### src/rtl/jtkicker_gfx_pkg.sv
// Shared definitions for the graphics ROM responder: FSM encoding, client ids and
// the default SDRAM region offsets.
package jtkicker_gfx_pkg;

  typedef enum logic [1:0] {
    StIdle,
    StReq,
    StBeat0,
    StBeat1
  } gfx_st_e;

  localparam logic CL_SCR = 1'b0;
  localparam logic CL_OBJ = 1'b1;

  localparam logic [21:0] SCR_OFFSET_DEF = 22'h00_0000;
  localparam logic [21:0] OBJ_OFFSET_DEF = 22'h00_4000;

endpackage

### src/rtl/jtkicker_rom_tag.sv
// One-word cache line for a graphics ROM client: held data, tag and valid bit,
// with hit/miss detection against the live client address.
module jtkicker_rom_tag #(
  parameter int unsigned AW = 13
) (
  input  logic          clk,
  input  logic          rst_n,
  input  logic          cs_i,
  input  logic [AW-1:0] addr_i,
  input  logic          commit_i,
  input  logic [31:0]   word_i,
  input  logic [AW-1:0] tag_i,
  output logic [31:0]   data_o,
  output logic          ok_o,
  output logic          miss_o
);

  logic [31:0]   data_q, data_d;
  logic [AW-1:0] tag_q, tag_d;
  logic          valid_q, valid_d;

  always_comb begin
    data_d  = data_q;
    tag_d   = tag_q;
    valid_d = valid_q;
    if (commit_i) begin
      data_d  = word_i;
      tag_d   = tag_i;
      valid_d = 1'b1;
    end
  end

  always_ff @(posedge clk or negedge rst_n) begin
    if (!rst_n) begin
      data_q  <= '0;
      tag_q   <= '0;
      valid_q <= 1'b0;
    end else begin
      data_q  <= data_d;
      tag_q   <= tag_d;
      valid_q <= valid_d;
    end
  end

  assign data_o = data_q;
  assign ok_o   = cs_i & valid_q & (tag_q == addr_i);
  assign miss_o = cs_i & ~ok_o;

endmodule

### src/rtl/jtkicker_gfx_rom.sv
// SDRAM-side responder for the scroll and object graphics ROM clients: arbitrates
// misses, fetches each 32-bit word as two 16-bit beats and commits it to the client.
module jtkicker_gfx_rom
  import jtkicker_gfx_pkg::*;
#(
  parameter logic [21:0] SCR_OFFSET = SCR_OFFSET_DEF,
  parameter logic [21:0] OBJ_OFFSET = OBJ_OFFSET_DEF
) (
  input  logic        clk,
  input  logic        rst_n,
  input  logic [12:0] scr_addr,
  output logic [31:0] scr_data,
  output logic        scr_ok,
  input  logic        obj_cs,
  input  logic [13:0] obj_addr,
  output logic [31:0] obj_data,
  output logic        obj_ok,
  output logic        sdram_req,
  output logic [21:0] sdram_addr,
  input  logic        sdram_ack,
  input  logic        sdram_dst,
  input  logic [15:0] sdram_din
);

  gfx_st_e     state_q, state_d;
  logic        cl_q, cl_d;
  logic        last_q, last_d;
  logic [13:0] fa_q, fa_d;
  logic        req_q, req_d;
  logic [21:0] addr_q, addr_d;
  logic [15:0] lo_q, lo_d;

  logic        scr_miss, obj_miss, pick;
  logic        scr_commit, obj_commit;
  logic [21:0] scr_sd, obj_sd;
  logic [31:0] word;

  assign scr_sd = SCR_OFFSET + {8'd0, scr_addr, 1'b0};
  assign obj_sd = OBJ_OFFSET + {7'd0, obj_addr, 1'b0};
  assign word   = {sdram_din, lo_q};

  // Round-robin only matters when both miss; otherwise the lone requester wins.
  assign pick = (scr_miss & obj_miss) ? ~last_q : obj_miss;

  always_comb begin
    state_d    = state_q;
    cl_d       = cl_q;
    last_d     = last_q;
    fa_d       = fa_q;
    req_d      = req_q;
    addr_d     = addr_q;
    lo_d       = lo_q;
    scr_commit = 1'b0;
    obj_commit = 1'b0;
    case (state_q)
      StIdle: begin
        if (scr_miss | obj_miss) begin
          cl_d    = pick;
          last_d  = pick;
          fa_d    = (pick == CL_OBJ) ? obj_addr : {1'b0, scr_addr};
          addr_d  = (pick == CL_OBJ) ? obj_sd : scr_sd;
          req_d   = 1'b1;
          state_d = StReq;
        end
      end
      StReq: begin
        if (sdram_ack) begin
          req_d   = 1'b0;
          // A strobe coinciding with the ack is already the low beat.
          state_d = sdram_dst ? StBeat1 : StBeat0;
          if (sdram_dst) lo_d = sdram_din;
        end
      end
      StBeat0: begin
        if (sdram_dst) begin
          lo_d    = sdram_din;
          state_d = StBeat1;
        end
      end
      StBeat1: begin
        if (sdram_dst) begin
          scr_commit = (cl_q == CL_SCR);
          obj_commit = (cl_q == CL_OBJ);
          state_d    = StIdle;
        end
      end
      default: state_d = StIdle;
    endcase
  end

  always_ff @(posedge clk or negedge rst_n) begin
    if (!rst_n) begin
      state_q <= StIdle;
      cl_q    <= CL_SCR;
      last_q  <= CL_OBJ;
      fa_q    <= '0;
      req_q   <= 1'b0;
      addr_q  <= '0;
      lo_q    <= '0;
    end else begin
      state_q <= state_d;
      cl_q    <= cl_d;
      last_q  <= last_d;
      fa_q    <= fa_d;
      req_q   <= req_d;
      addr_q  <= addr_d;
      lo_q    <= lo_d;
    end
  end

  assign sdram_req  = req_q;
  assign sdram_addr = addr_q;

  jtkicker_rom_tag #(.AW(13)) u_scr (
    .clk      (clk),
    .rst_n    (rst_n),
    .cs_i     (1'b1),
    .addr_i   (scr_addr),
    .commit_i (scr_commit),
    .word_i   (word),
    .tag_i    (fa_q[12:0]),
    .data_o   (scr_data),
    .ok_o     (scr_ok),
    .miss_o   (scr_miss)
  );

  jtkicker_rom_tag #(.AW(14)) u_obj (
    .clk      (clk),
    .rst_n    (rst_n),
    .cs_i     (obj_cs),
    .addr_i   (obj_addr),
    .commit_i (obj_commit),
    .word_i   (word),
    .tag_i    (fa_q),
    .data_o   (obj_data),
    .ok_o     (obj_ok),
    .miss_o   (obj_miss)
  );

endmodule
### config.mk
export PLATFORM = sky130hd
export DESIGN_NAME = jtkicker_gfx_rom
export DESIGN_NICKNAME = d
export VERILOG_FILES = /design/src/rtl/jtkicker_gfx_pkg.sv /design/src/rtl/jtkicker_rom_tag.sv /design/src/rtl/jtkicker_gfx_rom.sv
export SDC_FILE = /design/constraint.sdc
export NUM_CORES = 1
export LEC_CHECK = 0
export CAP_MARGIN = 15
export CELL_PAD_IN_SITES_DETAIL_PLACEMENT = 0
export CELL_PAD_IN_SITES_GLOBAL_PLACEMENT = 1
export CORE_MARGIN = 1.5
export CORE_UTILIZATION = 43
export CTS_CLUSTER_SIZE = 28
export DETAILED_ROUTE_END_ITERATION = 12
export PLACE_DENSITY_LB_ADDON = 0.1
export SLEW_MARGIN = 20
export SYNTH_ARGS = -nofsm -noshare
export SYNTH_HDL_FRONTEND = slang
export SYNTH_SLANG_ARGS = --single-unit
### constraint.sdc
create_clock -name clk -period 3.2 [get_ports clk]
set_input_delay 0.32 -clock clk [delete_from_list [all_inputs] [get_ports clk]]
set_output_delay 0.32 -clock clk [all_outputs]
set_load 0.005 [all_outputs]
* Word-level counts from Yosys, hierarchy flattened
Index checks and enable logic that the tools add are counted.
Storage, ports and cells: bits in registers 150, logic and storage cells 59
Operators by class: bitwise logic cells 10, $add $sub $neg 1, mux-type cells 19, reductions and logical operators 7, equal/unequal tests 9
Operators with widths (number):
- 16-bit 2-to-1 mux | 3
- 16-bit one-hot mux with 2 select lines | 1
- 15-bit by 15-bit adder with 16-bit output (first input constant) | 1
- 14-bit equality test | 1
- 14-bit 2-to-1 mux | 1
- 13-bit equality test | 1
- 1-bit 2-to-1 mux | 8
- 2-bit 2-to-1 mux | 4
- 2-bit inequality test (second input constant) | 4
- 2-bit one-hot mux with 4 select lines | 1
- 1-bit bitwise AND | 5
- 2-bit equality test (second input constant) | 2
- 1-bit NOT | 4
- 2-bit AND reduction | 2
- 4-bit AND reduction | 1
- 2-bit nonzero test | 2
- 3-bit AND reduction | 1
- 2-bit by 1-bit equality test with 1-bit output (second input constant) | 1
- 2-bit zero test | 1
- 1-bit one-hot mux with 2 select lines | 1
- 1-bit OR | 1

* Logic depth before layout (Yosys ltp)
Gate-level depths: netlist of run 1.
depth after elaboration 7, depth in mapped cells 8, depth with buffers taken out 7

* By module
Synthesis of run 1 repeated with hierarchy kept, for this count alone.
Unflattened totals: cells, all modules 378, area total of the unflattened synthesis 5534.1 um^2
By module, submodules not included:
- jtkicker_rom_tag (u_obj) | cells an instance 121, instances 1, area an instance 1930.6 um^2, sequential area each 1176.1 um^2
- jtkicker_rom_tag (u_scr) | cells an instance 117, instances 1, area an instance 1846.8 um^2, sequential area each 1151.1 um^2
- jtkicker_gfx_rom | cells an instance 140, instances 1, area an instance 1756.7 um^2, sequential area each 902.1 um^2

* Worst setup path before layout of run 1
No wires, ideal clock.
path type reg-to-reg, from register state_q[0], to register u_obj.data_q[10] (netlist: u_obj.data_o[10]), cell stages (with the launch flop) 6, slack 1.283 ns, arrival 1.792 ns, path buffers 2, clock period less this slack 1.917 ns, path through dfrtp_1 -> ha_1 -> nand3_1 -> clkbuf_1 -> buf_1 -> mux2_2
Between the ends: longest elaborated chain between the ends 2
Ends and longest elaborated chain:
- start: declaration | line jtkicker_gfx_rom.sv:25 | gfx_st_e state_q, state_d;
- start signal: assignment | line jtkicker_gfx_rom.sv:93 | state_q <= StIdle;
- start signal: assignment | line jtkicker_gfx_rom.sv:101 | state_q <= state_d;
- 2-bit equality test | line jtkicker_gfx_rom.sv:55 | case (state_q)
- 1-bit 2-to-1 mux | line jtkicker_gfx_rom.sv:55
- end signal: assignment | line jtkicker_rom_tag.sv:39 | data_q <= data_d;
- end: declaration | line jtkicker_rom_tag.sv:18 | logic [31:0] data_q, data_d;
No other way between the ends. A chain may end at the register's enable or synchronous reset.

* Final worst setup path of run 1
from input scr_addr[9], to output scr_ok
Between the ends: longest elaborated chain between the ends 2
Ends and longest elaborated chain:
- start: declaration | line jtkicker_gfx_rom.sv:11 | input logic [12:0] scr_addr,
- 13-bit equality test | line jtkicker_rom_tag.sv:46 | assign ok_o = cs_i & valid_q & (tag_q == addr_i);
- 1-bit bitwise AND | line jtkicker_rom_tag.sv:46
- end: declaration | line jtkicker_gfx_rom.sv:13 | output logic scr_ok,
No other way between the ends.

==> metrics.md, run 1 <==
| Metric | Value |
|---|---|
| Cell row count | 42 |
| Endpoint class of the critical path | output port |
| Comb power frac | 38.3% |
| Syn_area_per_cell | 14.0 um^2 |
| Average wire length per cell after detail routing | 19.1 um |
| Number of CTS-inserted buffers | 17 |
| Switching pwr | 2280 uW |
| Maximum number of pins on one net before global-route repair | 82 |
| Type of the worst min-delay path | reg2reg |
| Average vias per placed instance | 5.32 |
| Filler instances | 1098 |
| Clock tree from TritonCTS | built |
| Final core utilization | 59.1% |
| Setup violations, final | 0 |
| Horiz. Die Dim | 119 um |
| Setup slack of the most critical reg-to-reg path | 0.92 ns |
| Asr flop ratio synth | 100% |
| Final period util | 85.6% |
| Setup fix buffers added after clock tree synthesis | 0 |
| Startpoint of the worst hold path | u_obj.valid_q$_DFFE_PN0P_ |
| Fraction of layout cells with a size suffix above 1 | 29.7% |
| Area of the die | 0.0143 mm^2 |
| Total area of sequential cells | 0.00323 mm^2 |
| Final hold violation count | 0 |
| Required time of the critical path | 2.88 ns |
| Clock Tree Buf Depth | 2 |
| Headroom to the max-slew limit | 29.1% |
| Sequential fraction of design power | 38.3% |
| Post-Layout Inst Area | 0.00783 mm^2 |
| Number of buffers added on ports | 129 |
| Quantity of gates resized following cts | 0 |
| Final wirelength | 14.1 mm |
| Clock skew | 0.0123 ns |
| Leading cell types in the layout, fill and taps excluded | dfrtp_1, clkdlybuf4s50_1, mux2_2 |
| I/O pin count | 137 |
| Post-DRT Antenna Nets | 0 |
| Final nets | 606 |
| Internal Power | 5510 uW |
| Start of the worst register-to-register path | state_q[0]$_DFFE_PN0P_ |
| Max Cap Viol | 0 |
| Final min period | 2.74 ns |
| Vias in the first global route | 4356 |
| DRC violation count after routing | 0 |
| Min setup slack post-route | 0.462 ns |
| Dpl cell area | 0.00728 mm^2 |
| Cell area after synthesis | 0.00583 mm^2 |
| Count of pins over their slew limit | 0 |
| Setup repair after global routing missed its margin | false |
| Count of flip-flops with a built-in enable after synthesis | 0 |
| Area occupied by multi-input gates | 0.00241 mm^2 |
| Clk root buf | clkbuf_16 |
| Ratio of total power to cell area | 995 mW/mm^2 |
| Total GRT Usage | 21.2% |
| Share of power burned in the clock network | 23.4% |
| Run status | complete, no violations |
| Die Y-Extent | 119 um |
| Flop and latch count out of synthesis | 129 |
| Inst Count DP | 710 |
| Count of cells along the worst hold path | 1 |
| Most instantiated flip-flop cell in the synthesis netlist | dfrtp_1 |
| Detailed Route Iter0 Violations | 161 |
| Global placer's final weighted congestion | 0.794 |
| R2r endpoint | sdram_addr[14]$_DFFE_PN0P_ |
| Post-CTS Hold Fix Bufs | 1 |
| Core area | 0.0132 mm^2 |
| End of the worst hold path | u_obj.valid_q$_DFFE_PN0P_ |
| Initial core utilization | 44.0% |
| Leak Pwr | 0.00328 uW |
| Worst-margin pin slew | 1.06 ns |
| Cell depth of the worst flop-to-flop path | 5 |
| Arrival time of the worst setup path | 2.42 ns |
| Switching fraction of total power | 29.3% |
| VDD IR max | 0.472 mV |
| Layout Cells excl Fill | 738 |
| Pre-CTS setup slack | 0.457 ns |
| Sinks on Clock Net | 129 |
| Ant diodes | 0 |
| Post-DP HPWL | 9.32 mm |
| Antenna violations before repair | 0 |
| Clock insertion delay at the later pin of the skew report | 0.41 ns |
| Maximum operating frequency | 365 MHz |
| Category of the critical setup timing path | in2out |
| Overflow left after global routing | 0 |
| Area Overhead vs Synth | 34.3% |
| Sequential cell area fraction in the yosys report | 55.4% |
| Largest fanout of any net on the critical path | 13 |
| Number of warnings printed during yosys synthesis | 0 |
| Wire length of the first global-routing pass | 23.1 mm |
| Via total after detailed routing | 3926 |
| Gate count after technology mapping | 417 |
| Iteration count of the initial detailed-routing pass | 4 |
| Unique masters post-synth | 41 |
| Total Negative Setup Slacks | 0 ns |
| Launching element type of the critical path | input pin |
| Clock-pin transition on the worst setup and hold timing paths | 0.06 ns |
| CTS HTree Levels | 4 |
==> power by group through the flow <==
stage                     combinational (uW)  sequential, uW  clock [uW]
after CTS                               3040            2990        1860
after global placement                  2970            2960           0
after floorplan                         1490            2940           0
after global routing                    3260            3110        1920
final                                   2990            2980        1820
after detailed placement                3010            3010           0
==> state kept, by name, indices dropped and copies added (netlist names) <==
name	flops
u_obj.data_o	32
u_scr.data_o	32
lo_q	16
fa_q	14
u_obj.tag_q	14
u_scr.tag_q	13
state_q	2
cl_q	1
last_q	1
sdram_addr	1
sdram_req	1
u_obj.valid_q	1
u_scr.valid_q	1
==> kinds of logic after synthesis <==
logic type / after synthesis / share of synthesized area, %
DFF: 129 / 55.4
xor gates and xnor gates: 27 / 4.05
muxes: 110 / 21.2
adders and majority gates: 4 / 0.858
buffers and inverters: 38 / 3.88
AOI/OAI and AO/OA: 50 / 7.64
and+or+nand+nor: 58 / 6.91
other: 1 / 0.0643
==> metrics by stage <==
| stage | hold WS (ns) | power [uW] |
|---|---|---|
| after floorplan | 0.0244 | 4430 |
| after global placement | 0.395 | 5940 |
| after detailed placement | 0.405 | 6020 |
| after CTS | 0.468 | 7890 |
| after global routing | 0.493 | 8280 |
| final | 0.465 | 7790 |
==> critical path, cell delays in order <==
cell             delay, ns
clkdlybuf4s50_1       0.48
xnor2_1               0.28
nand4_1               0.19
nor4_4                0.39
buf_4                 0.25
clkdlybuf4s50_1       0.51
==> cell usage after synthesis (all sizes together), types with 2 or more instances <==
cell type	count	area share, %
dfrtp	128	55
mux2	109	21
buf	18	2.6
a21oi	17	2.1
nor2	15	1.0
xor2	14	2.1
and4b	13	2.2
o221a	13	2.5
o32a	13	2.3
xnor2	13	2.0
clkbuf	11	0.71
nand4	10	1.2
inv	9	0.58
nand2	7	0.49
nor4	5	1.0
ha	4	0.86
nand2b	3	0.32
o21ai	3	0.26
nand3	2	0.17
==> worst max-delay path by stage <==
stage                                      startpoint                           end  slack (ns)  cells after the start
after floorplan                state_q[0]$_DFFE_PN0P_  u_obj.data_o[10]$_DFFE_PN0P_        1.28                      5
after global placement                   obj_addr[10]    sdram_addr[14]$_DFFE_PN0P_        0.43                      7
after detailed placement                  scr_addr[9]                        scr_ok        0.46                      6
after CTS                 u_scr.tag_q[10]$_DFFE_PN0P_                        scr_ok        0.43                      5
after global routing                      scr_addr[9]                        scr_ok        0.32                      6
final                                     scr_addr[9]                        scr_ok        0.46                      6
==> metal layers <==
metal,vias to the layer above,wire [um],global-route usage (%)
li1,1796,-,-
met2,140,6790,34.2
met4,0,263,8.33
met3,21,1070,8.29
met5,-,0,0
met1,1969,5950,25.7
==> area by class of cell <==
class	count	area share [%]
inverter	9	0.431
tap	176	2.81
timing repair buffer	141	17.8
clock buffer	21	5.88
sequential	129	41.2
multi-input combinational	256	30.8
clock inverter	6	1.10
Note: power is estimated with default switching activity, not from simulation.
==> run 2: changes to the inputs <==
- SETUP_SLACK_MARGIN: not set -> 0.2
==> results of run 2 <==
No change in the layout: final DEF, timing and power equal those of run 1.
